[src/rtl/display_clock_reconfig_pkg.sv]
// Shared types for the MMCM DRP reconfiguration block:
// FSM states, DRP table entry layout, entry unpack and merge helpers.
package display_clock_reconfig_pkg;

  localparam int ADDR_W  = 7;
  localparam int MASK_W  = 16;
  localparam int VAL_W   = 16;
  localparam int ENTRY_W = ADDR_W + MASK_W + VAL_W;

  typedef enum logic [3:0] {
    IDLE,
    RST,
    RD,
    WAIT_RD,
    WR,
    WAIT_WR,
    RELEASE,
    WAIT_LOCK,
    DONE,
    ERR
  } state_e;

  typedef struct packed {
    logic [ADDR_W-1:0] addr;
    logic [MASK_W-1:0] mask;
    logic [VAL_W-1:0]  value;
  } entry_t;

  // Raw entry layout: {addr, mask, value}, value in the LSBs.
  function automatic entry_t unpack_entry(
    input logic [ENTRY_W-1:0] raw
  );
    entry_t e;
    e.addr  = raw[ENTRY_W-1 -: ADDR_W];
    e.mask  = raw[VAL_W +: MASK_W];
    e.value = raw[VAL_W-1:0];
    return e;
  endfunction

  // Mask bits keep the read-back content, the rest take value.
  function automatic logic [VAL_W-1:0] merge_word(
    input logic [VAL_W-1:0]  cur,
    input logic [MASK_W-1:0] mask,
    input logic [VAL_W-1:0]  value
  );
    return (cur & mask) | (value & ~mask);
  endfunction

endpackage

[src/rtl/display_clock_reconfig_sync_2ff.sv]
// Two-flop synchroniser for a single asynchronous level.
// Ports: clk, rst_n (async low), d (async in), q (synchronised out).
module sync_2ff (
  input  logic clk,
  input  logic rst_n,
  input  logic d,
  output logic q
);

  logic s1_q;
  logic s2_q;

  always_ff @(posedge clk or negedge rst_n) begin
    if (!rst_n) begin
      s1_q <= 1'b0;
      s2_q <= 1'b0;
    end else begin
      s1_q <= d;
      s2_q <= s1_q;
    end
  end

  assign q = s2_q;

endmodule

[src/rtl/display_clock_reconfig.sv]
// Pixel-clock reconfiguration: holds the MMCM in reset, read-modify-writes
// a per-mode list of DRP registers, releases reset and waits for lock.
// Ports: i_start/i_mode request, o_busy/o_done/o_error/o_mode_active status,
// o_mmcm_rst, DRP bus (o_daddr/o_den/o_dwe/o_di/i_do/i_drdy),
// i_locked raw lock in, o_locked qualified lock out.
module display_clock_reconfig
  import display_clock_reconfig_pkg::*;
#(
  parameter int NUM_MODES    = 4,
  parameter int NUM_REGS     = 8,
  parameter logic [NUM_MODES*NUM_REGS*ENTRY_W-1:0] MODE_TABLE = '0,
  parameter int DRP_TIMEOUT  = 64,
  parameter int LOCK_TIMEOUT = 65536
) (
  input  logic                         i_clk,
  input  logic                         i_rst_n,
  input  logic                         i_start,
  input  logic [$clog2(NUM_MODES)-1:0] i_mode,
  output logic                         o_busy,
  output logic                         o_done,
  output logic                         o_error,
  output logic [$clog2(NUM_MODES)-1:0] o_mode_active,
  output logic                         o_mmcm_rst,
  output logic [ADDR_W-1:0]            o_daddr,
  output logic                         o_den,
  output logic                         o_dwe,
  output logic [VAL_W-1:0]             o_di,
  input  logic [VAL_W-1:0]             i_do,
  input  logic                         i_drdy,
  input  logic                         i_locked,
  output logic                         o_locked
);

  localparam int MW   = $clog2(NUM_MODES);
  localparam int IW   = (NUM_REGS > 1) ? $clog2(NUM_REGS) : 1;
  localparam int NE   = NUM_MODES * NUM_REGS;
  localparam int SW   = (NE > 1) ? $clog2(NE) : 1;
  localparam int TMAX = (DRP_TIMEOUT > LOCK_TIMEOUT) ?
                        DRP_TIMEOUT : LOCK_TIMEOUT;
  localparam int TW   = $clog2(TMAX + 1);

  localparam logic [MW:0]    MODE_LIM = (MW+1)'(NUM_MODES);
  localparam logic [IW-1:0]  LAST_IDX = IW'(NUM_REGS - 1);
  localparam logic [TW-1:0]  DRP_LIM  = TW'(DRP_TIMEOUT);
  localparam logic [TW-1:0]  LOCK_LIM = TW'(LOCK_TIMEOUT);

  state_e            state_q, state_d;
  logic [IW-1:0]     idx_q, idx_d;
  logic [TW-1:0]     tmr_q, tmr_d;
  logic [MW-1:0]     mode_q, mode_d;
  logic [MW-1:0]     active_q, active_d;
  logic              busy_q, busy_d;
  logic              done_q, done_d;
  logic              error_q, error_d;
  logic              mmcm_rst_q, mmcm_rst_d;
  logic [ADDR_W-1:0] daddr_q, daddr_d;
  logic              den_q, den_d;
  logic              dwe_q, dwe_d;
  logic [VAL_W-1:0]  di_q, di_d;

  logic lock_s;

  sync_2ff u_lock_sync (
    .clk   (i_clk),
    .rst_n (i_rst_n),
    .d     (i_locked),
    .q     (lock_s)
  );

  entry_t tbl [NE];

  always_comb begin
    for (int i = 0; i < NE; i++) begin
      tbl[i] = unpack_entry(MODE_TABLE[i*ENTRY_W +: ENTRY_W]);
    end
  end

  // Addresses are registered on the way into RD, so the
  // lookup runs one register ahead while leaving WAIT_WR.
  logic [IW-1:0]     rd_idx;
  logic [SW-1:0]     rd_sel;
  logic [SW-1:0]     cur_sel;
  logic [ADDR_W-1:0] rd_addr;
  logic [MASK_W-1:0] cur_mask;
  logic [VAL_W-1:0]  cur_value;
  logic              is_last;
  logic              bad_mode;

  assign rd_idx    = (state_q == WAIT_WR) ? idx_q + IW'(1) : idx_q;
  assign rd_sel    = SW'(mode_q) * SW'(NUM_REGS) + SW'(rd_idx);
  assign cur_sel   = SW'(mode_q) * SW'(NUM_REGS) + SW'(idx_q);
  assign rd_addr   = tbl[rd_sel].addr;
  assign cur_mask  = tbl[cur_sel].mask;
  assign cur_value = tbl[cur_sel].value;
  assign is_last   = (idx_q == LAST_IDX);
  assign bad_mode  = ({1'b0, i_mode} >= MODE_LIM);

  always_comb begin
    state_d    = state_q;
    idx_d      = idx_q;
    tmr_d      = tmr_q;
    mode_d     = mode_q;
    active_d   = active_q;
    busy_d     = busy_q;
    done_d     = 1'b0;
    error_d    = error_q;
    mmcm_rst_d = mmcm_rst_q;
    daddr_d    = daddr_q;
    den_d      = 1'b0;
    dwe_d      = 1'b0;
    di_d       = di_q;

    unique case (state_q)
      IDLE: begin
        if (i_start) begin
          if (bad_mode) begin
            error_d = 1'b1;
          end else begin
            mode_d     = i_mode;
            error_d    = 1'b0;
            busy_d     = 1'b1;
            mmcm_rst_d = 1'b1;
            idx_d      = '0;
            tmr_d      = '0;
            state_d    = RST;
          end
        end
      end
      RST: begin
        den_d   = 1'b1;
        daddr_d = rd_addr;
        state_d = RD;
      end
      RD: begin
        tmr_d   = TW'(1);
        state_d = WAIT_RD;
      end
      WAIT_RD: begin
        if (i_drdy) begin
          den_d   = 1'b1;
          dwe_d   = 1'b1;
          di_d    = merge_word(i_do, cur_mask, cur_value);
          state_d = WR;
        end else if (tmr_q == DRP_LIM) begin
          state_d = ERR;
        end else begin
          tmr_d = tmr_q + TW'(1);
        end
      end
      WR: begin
        tmr_d   = TW'(1);
        state_d = WAIT_WR;
      end
      WAIT_WR: begin
        if (i_drdy) begin
          if (is_last) begin
            idx_d      = '0;
            mmcm_rst_d = 1'b0;
            state_d    = RELEASE;
          end else begin
            idx_d   = rd_idx;
            den_d   = 1'b1;
            daddr_d = rd_addr;
            state_d = RD;
          end
        end else if (tmr_q == DRP_LIM) begin
          state_d = ERR;
        end else begin
          tmr_d = tmr_q + TW'(1);
        end
      end
      RELEASE: begin
        tmr_d   = TW'(1);
        state_d = WAIT_LOCK;
      end
      WAIT_LOCK: begin
        if (lock_s) begin
          done_d   = 1'b1;
          busy_d   = 1'b0;
          active_d = mode_q;
          state_d  = DONE;
        end else if (tmr_q == LOCK_LIM) begin
          state_d = ERR;
        end else begin
          tmr_d = tmr_q + TW'(1);
        end
      end
      DONE: begin
        state_d = IDLE;
      end
      ERR: begin
        state_d = IDLE;
      end
      default: begin
        state_d = IDLE;
      end
    endcase

    // Entering ERR drops everything but the applied mode.
    if (state_d == ERR && state_q != ERR) begin
      error_d    = 1'b1;
      busy_d     = 1'b0;
      mmcm_rst_d = 1'b0;
      idx_d      = '0;
    end
  end

  always_ff @(posedge i_clk or negedge i_rst_n) begin
    if (!i_rst_n) begin
      state_q    <= IDLE;
      idx_q      <= '0;
      tmr_q      <= '0;
      mode_q     <= '0;
      active_q   <= '0;
      busy_q     <= 1'b0;
      done_q     <= 1'b0;
      error_q    <= 1'b0;
      mmcm_rst_q <= 1'b0;
      daddr_q    <= '0;
      den_q      <= 1'b0;
      dwe_q      <= 1'b0;
      di_q       <= '0;
    end else begin
      state_q    <= state_d;
      idx_q      <= idx_d;
      tmr_q      <= tmr_d;
      mode_q     <= mode_d;
      active_q   <= active_d;
      busy_q     <= busy_d;
      done_q     <= done_d;
      error_q    <= error_d;
      mmcm_rst_q <= mmcm_rst_d;
      daddr_q    <= daddr_d;
      den_q      <= den_d;
      dwe_q      <= dwe_d;
      di_q       <= di_d;
    end
  end

  assign o_busy        = busy_q;
  assign o_done        = done_q;
  assign o_error       = error_q;
  assign o_mode_active = active_q;
  assign o_mmcm_rst    = mmcm_rst_q;
  assign o_daddr       = daddr_q;
  assign o_den         = den_q;
  assign o_dwe         = dwe_q;
  assign o_di          = di_q;
  assign o_locked      = lock_s & ~busy_q;

endmodule

[config.mk]
export PLATFORM = sky130hd
export DESIGN_NAME = display_clock_reconfig
export DESIGN_NICKNAME = d
export VERILOG_FILES = /design/src/rtl/display_clock_reconfig_pkg.sv /design/src/rtl/display_clock_reconfig_sync_2ff.sv /design/src/rtl/display_clock_reconfig.sv
export SDC_FILE = /design/constraint.sdc
export NUM_CORES = 1
export LEC_CHECK = 0
export CAP_MARGIN = 0
export CORE_ASPECT_RATIO = 2
export CORE_MARGIN = 3
export CORE_UTILIZATION = 49
export DETAILED_ROUTE_END_ITERATION = 16
export GPL_TIMING_DRIVEN = 0
export PLACE_DENSITY_LB_ADDON = 0.2
export SKIP_LAST_GASP = 1
export SYNTH_ARGS = -nofsm -noshare
export SYNTH_HDL_FRONTEND = slang
export SYNTH_HIERARCHICAL = 1
export SYNTH_SLANG_ARGS = --single-unit
export TNS_END_PERCENT = 30
[constraint.sdc]
create_clock -name i_clk -period 2.7 [get_ports i_clk]
set_clock_uncertainty 0.1 [all_clocks]
set_input_delay 0.81 -clock i_clk [delete_from_list [all_inputs] [get_ports i_clk]]
set_output_delay 0.81 -clock i_clk [all_outputs]
set_load 0.02 [all_outputs]
---- After elaboration in Yosys (flattened, before gate mapping) ----
Memory sizes are Yosys's and may differ from the RTL's.
Index checks and enable logic that the tools add are counted.
storage, ports and cells
  latch bits .............................. 0
  flip-flop bits (word level) ............. 59
  output and inout bits ................... 32
  bits in read-only memories .............. 2,496
  logic and storage cells ................. 118
  memories ................................ 2
  bits in writable memories ............... 0
  input bits .............................. 23
memory list
  memory           words  width  rd ports  clocked after memory_dff  write ports  RTL line                      RTL
  (no name shown)  32     39     1         0                         0            display_clock_reconfig.sv:94  assign cur_value = tbl[cur_sel].value;
  (no name shown)  32     39     1         0                         0            display_clock_reconfig.sv:92  assign rd_addr = tbl[rd_sel].addr;
cells by class
  reductions and logical operators ........ 19
  divide/modulo/power cells ............... 0
  muxes and demuxes ....................... 45
  eq/ne operators ......................... 23
  shifts and indexed selects .............. 0
  add/subtract/negate cells ............... 4
  magnitude comparators ................... 2
  multipliers ............................. 0
  bitwise gates (word level) .............. 8
operators by type and width
  operator                 number
  $mux W17                 5
  $mux W39                 2
  $pmux W17 S4             1
  $mux W32                 2
  $and A16 B16 Y16         2
  $pmux W4 S8              1
  $mux W4                  6
  $mux W3                  6
  $add A17 B1 Y17 const B  1
  $eq A17 B17 Y1 const B   1
  $eq A17 B7 Y1 const B    1
  $eq A4 B3 Y1 const B     4
  $not A16 Y16             1
  $or A16 B16 Y16          1
  $mux W1                  15
  $mux W7                  2
  $ne A2 B2 Y1 const B     7
  $pmux W7 S2              1
  $ge A6 B6 Y1 const B     2
  $not A5 Y6               2
  $add A5 B3 Y5            2
  $ne A3 B2 Y1 const B     3
  $reduce_and A3 Y1        3
  $eq A4 B2 Y1 const B     2
  21 further kinds         28

---- Depth between registers and ports, before layout ----
Gate-level depths: netlist of run 1.
  depth after elaboration ................. 10
  gate-level depth with buffers ........... 10
  gate-level depth less buffers ........... 7

---- Modules after synthesis ----
Netlist of run 1, hierarchy kept.
by module, submodules not included
  module                  area each (sq um)  cells an instance  sequential area each (sq um)  times used
  display_clock_reconfig  2,145.8            237                850.8                         1
  sync_2ff                50.0               2                  50.0                          1

---- Worst setup path after synthesis of run 1 ----
Ideal clock, no wire load.
  kind .................................... input to register
  start point ............................. input i_drdy
  end point ............................... register tmr_q[4]
  arrival ................................. 2.036 ns
  path buffers ............................ 1
  required time ........................... 2.522 ns
  stages .................................. 6
  setup slack ............................. 0.486 ns
  library setup time ...................... 0.078 ns
  cell sequence ........................... a21o_1 a221oi_2 nor2_1 buf_2 or4_1 a21oi_1
on the way
  word-level cells in the longest chain between the ends .. 2
ends and longest elaborated chain
  element                             RTL line                       RTL
  from (decl)                         display_clock_reconfig.sv:29   input logic i_drdy,
  $ne A2 B2 Y1 (no source line)       n/a
  $reduce_and A6 Y1 (no source line)  n/a
  to (signal assigned)                display_clock_reconfig.sv:226  tmr_q <= tmr_d;
  to (decl)                           display_clock_reconfig.sv:49   logic [TW-1:0] tmr_q, tmr_d;
No other way between the ends.
A chain may end at the register's enable or synchronous reset.

---- Worst setup path in the final report of run 1 ----
  start point ............................. input i_drdy
  end point ............................... register tmr_q[16]
The elaborated chain is that of the path after synthesis.

==> results by group, run 1 <==
Die
  – Core ar.: 4210 um2
  – Die Span X: 53.3 um
  – I/O pins: 55
  – # rows: 33
  – Die area: 5370 um2
  – Starting density of the core: 0.521
  – Die height: 101 um

Clock tree
  – Bufs on Longest Clock Path: 2
  – Root buffer selected by CTS: clkbuf_8
  – Total clock sinks: 36
  – Clk pin slew, worst setup/hold paths: 0.07 ns
  – Cts-stage hold buffer count: 0
  – Cts bufs inserted: 5
  – Htree depth: 2
  – Worst-Skew Late Latency: 0.29 ns
  – CTS tree: yes

Final layout
  – Post-Layout Cell Count: 337
  – # nets final: 311
  – Layout cells sized above 1: 0.179
  – Layout Cell Area excl Fill: 2620 um2
  – Final Util: 0.622
  – Fill cell count: 375
  – Antenna diode count: 0
  – Area delta synth->final: 19.2%

Worst setup path
  – Kind of critical path: in2reg
  – Flop-to-flop setup slack: 0.35 ns
  – Worst-path fanout max: 10
  – Crit path arrival time: 2.64 ns
  – CP endpoint kind: register
  – R2r startpoint: tmr_q[0]$_DFFE_PN0P_
  – Reg2reg path depth: 9
  – Req. time, crit path: 2.80 ns
  – Worst flop-to-flop path endpoint: tmr_q[16]$_DFFE_PN0P_
  – Startpoint types: input port

Routing
  – Starting DRT DRC Count: 52
  – WL/cell: 15.1 um
  – 1st-pass router iterations: 4
  – DRC viols: 0
  – Vias: 1882
  – DRT antenna net count: 0
  – Vias per inst: 5.58
  – WL final: 5.08 mm

Worst hold path
  – Cell depth of the worst min-delay path: 0
  – Hold path startpoint: u_lock_sync/s1_q$_DFF_PN0_
  – HP Class: reg2reg
  – Hold EP: u_lock_sync/q$_DFF_PN0_

Synthesis
  – Post-synth cell types: 44
  – Ys flop type: dfrtp_1
  – Ranking of synthesized cells by area: dfrtp_1 41%, buf_4 8.9%, o31ai_1 5.1%, nand2_1 3.8%, or4_1 3.8%
  – Post-Syn Area: 2200 um2
  – Area leader, netlist: dfrtp_1
  – Synthesized flop and latch total: 36
  – Post-synthesis sequential area ratio: 0.410
  – Yosys top cell area share: 0.410
  – Ys async rst share: 1.00
  – Cells after Synth: 239
  – Most frequent cell after synthesis: dfrtp_1
  – Post-synth EDFFs: 0
  – Synth warnings: 6
  – Synthesized area per cell: 9.19 um2
  – Most frequent cells after synthesis: 36 x dfrtp_1, 26 x buf_4, 22 x nand2_1

Timing
  – Fin. max-slew vios: 0
  – Final worst-path cycle share: 0.938
  – Hold Fails Final Rpt: 0
  – Achievable Freq: 0.395 GHz
  – Tmin final: 2.53 ns
  – Slew @ Worst Pin: 0.872 ns
  – Worst rel slew slack: 0.413
  – Hold Slack: 0.250 ns
  – Unrepaired setup endpoints after global routing: false
  – Endpoints failing setup: 0
  – TNS Setup: 0 ns
  – Setup ws final: 0.168 ns

Power and ir drop
  – Clock network power share: 0.214
  – Max VDD drop: 441 uV
  – Comb pwr share: 0.447
  – Reg power frac: 0.339
  – Leakage: 1.21 nW
  – Pwr Total: 2.18 mW
  – Sw frac: 0.391
  – Switching pwr: 854 uW
  – Internal power: 1.33 mW
  – PD cells: 834 nW/um2

GRT
  – GRT overflow: 0
  – Number of antenna violations at the first check in global routing: 0
  – Number of global-route vias before repair: 1823
  – First-pass GRT wire length: 8.42 mm
  – Total global-route track usage: 0.211
  – Largest net degree at the start of global routing: 37

Placement
  – PortBufs: 15
  – Final GP Congestion: 0.941
  – Worst slack, placed: -0.287 ns
  – Placed Cells: 328
  – Post-DP HPWL: 3.84 mm
  – Area after DPL: 2490 um2

Run
  – Max Cap Viol: 0

Status
  – Outcome: finished clean
[final cells by class]
cell class | count | area [um2] | area share
tap | 52 | 65.1 | 0.0249
buffer | 36 | 253 | 0.0966
inverter | 7 | 26.3 | 0.0100
timing repair buffer | 16 | 155 | 0.0593
sequential | 36 | 901 | 0.344
multi-input combinational | 182 | 1110 | 0.424
clock inverter | 2 | 35.0 | 0.0134
clock buffer | 6 | 72.6 | 0.0277
[power by group through the flow]
stage | Sequential (mW) | Combinational, mW | Clock (mW)
floorplan | 0.788 | 0.627 | 0
global placement | 0.748 | 0.945 | 0
detailed placement | 0.752 | 0.955 | 0
CTS | 0.742 | 0.959 | 0.479
global route | 0.755 | 1.08 | 0.499
finish | 0.741 | 0.976 | 0.468
[layer usage]
| metal | vias up | wire [um] | GRT usage |
|---|---|---|---|
| met5 | - | 0 | 0 |
| met4 | 0 | 213 | 0.120 |
| met3 | 16 | 176 | 0.0385 |
| met2 | 50 | 2930 | 0.373 |
| met1 | 897 | 1760 | 0.220 |
| li1 | 919 | - | - |
[what timing repair did]
item	CTS	global route
cloned	0	0
resized for setup	1	5
pin swaps	0	1
setup endpoints to repair	1	11
setup buffers	0	1
[critical path, cell delays in order]
cell and delay [ns]:
clkdlybuf4s50_1 0.42, a21o_1 0.19, a221oi_2 0.26, nor2_1 0.08, buf_2 0.19, or4_1 0.51
a21oi_1 0.18
[logic make-up after synthesis]
family | share of synthesized area
AO/OA/AOI/OAI | 0.140
XOR/XNOR | 0.00399
adder cells (fa/ha/maj) | 0.0228
buffers and inverters | 0.126
flip-flops | 0.410
multiplexers | 0.0376
other | 0.00171
AND/OR/NAND/NOR | 0.258
[placed cells by master, fill, tap and decap left out, drive strengths merged, types with 2 or more instances in the layout]
| master | n |
|---|---|
| dfrtp | 36 |
| buf | 35 |
| conb | 23 |
| nand2 | 22 |
| a21oi | 16 |
| o31ai | 15 |
| clkdlybuf4s50 | 13 |
| nor2 | 13 |
| nand3 | 11 |
| or4 | 11 |
| nand4 | 9 |
| clkbuf | 9 |
| inv | 7 |
| nand2b | 7 |
| nor4 | 6 |
| mux2i | 6 |
| nor2b | 4 |
| nor3 | 4 |
| ha | 4 |
| and4 | 3 |
| or2 | 3 |
| a31oi | 2 |
| o211ai | 2 |
| and3 | 2 |
| o31a | 2 |
| mux2 | 2 |
| a211o | 2 |
[registers in the layout, summed over array words and instances (netlist names), 2 cells and up]
register       flops
o_mode_active      2
idx_q              3
tmr_q             17
state_q            4
mode_q             2
[how the worst max path moves through the flow]
stage | start | endpoint | slack, ns | cells past startpoint
global placement | i_start | tmr_q[13]$_DFFE_PN0P_ | -0.26 | 8
detailed placement | i_start | tmr_q[7]$_DFFE_PN0P_ | -0.29 | 8
floorplan | i_drdy | tmr_q[4]$_DFFE_PN0P_ | 0.49 | 6
global route | i_drdy | tmr_q[6]$_DFFE_PN0P_ | 0.09 | 7
CTS | i_start | tmr_q[16]$_DFFE_PN0P_ | 0.04 | 7
finish | i_drdy | tmr_q[16]$_DFFE_PN0P_ | 0.17 | 7
No activity file was read; power rests on OpenSTA's default activity.
==> run 2: changes to the inputs <==
Settings changed: CAP_MARGIN 0 to 20.
==> results of run 2 <==
Same layout as run 1: the final DEF is identical, and so are final timing and power.
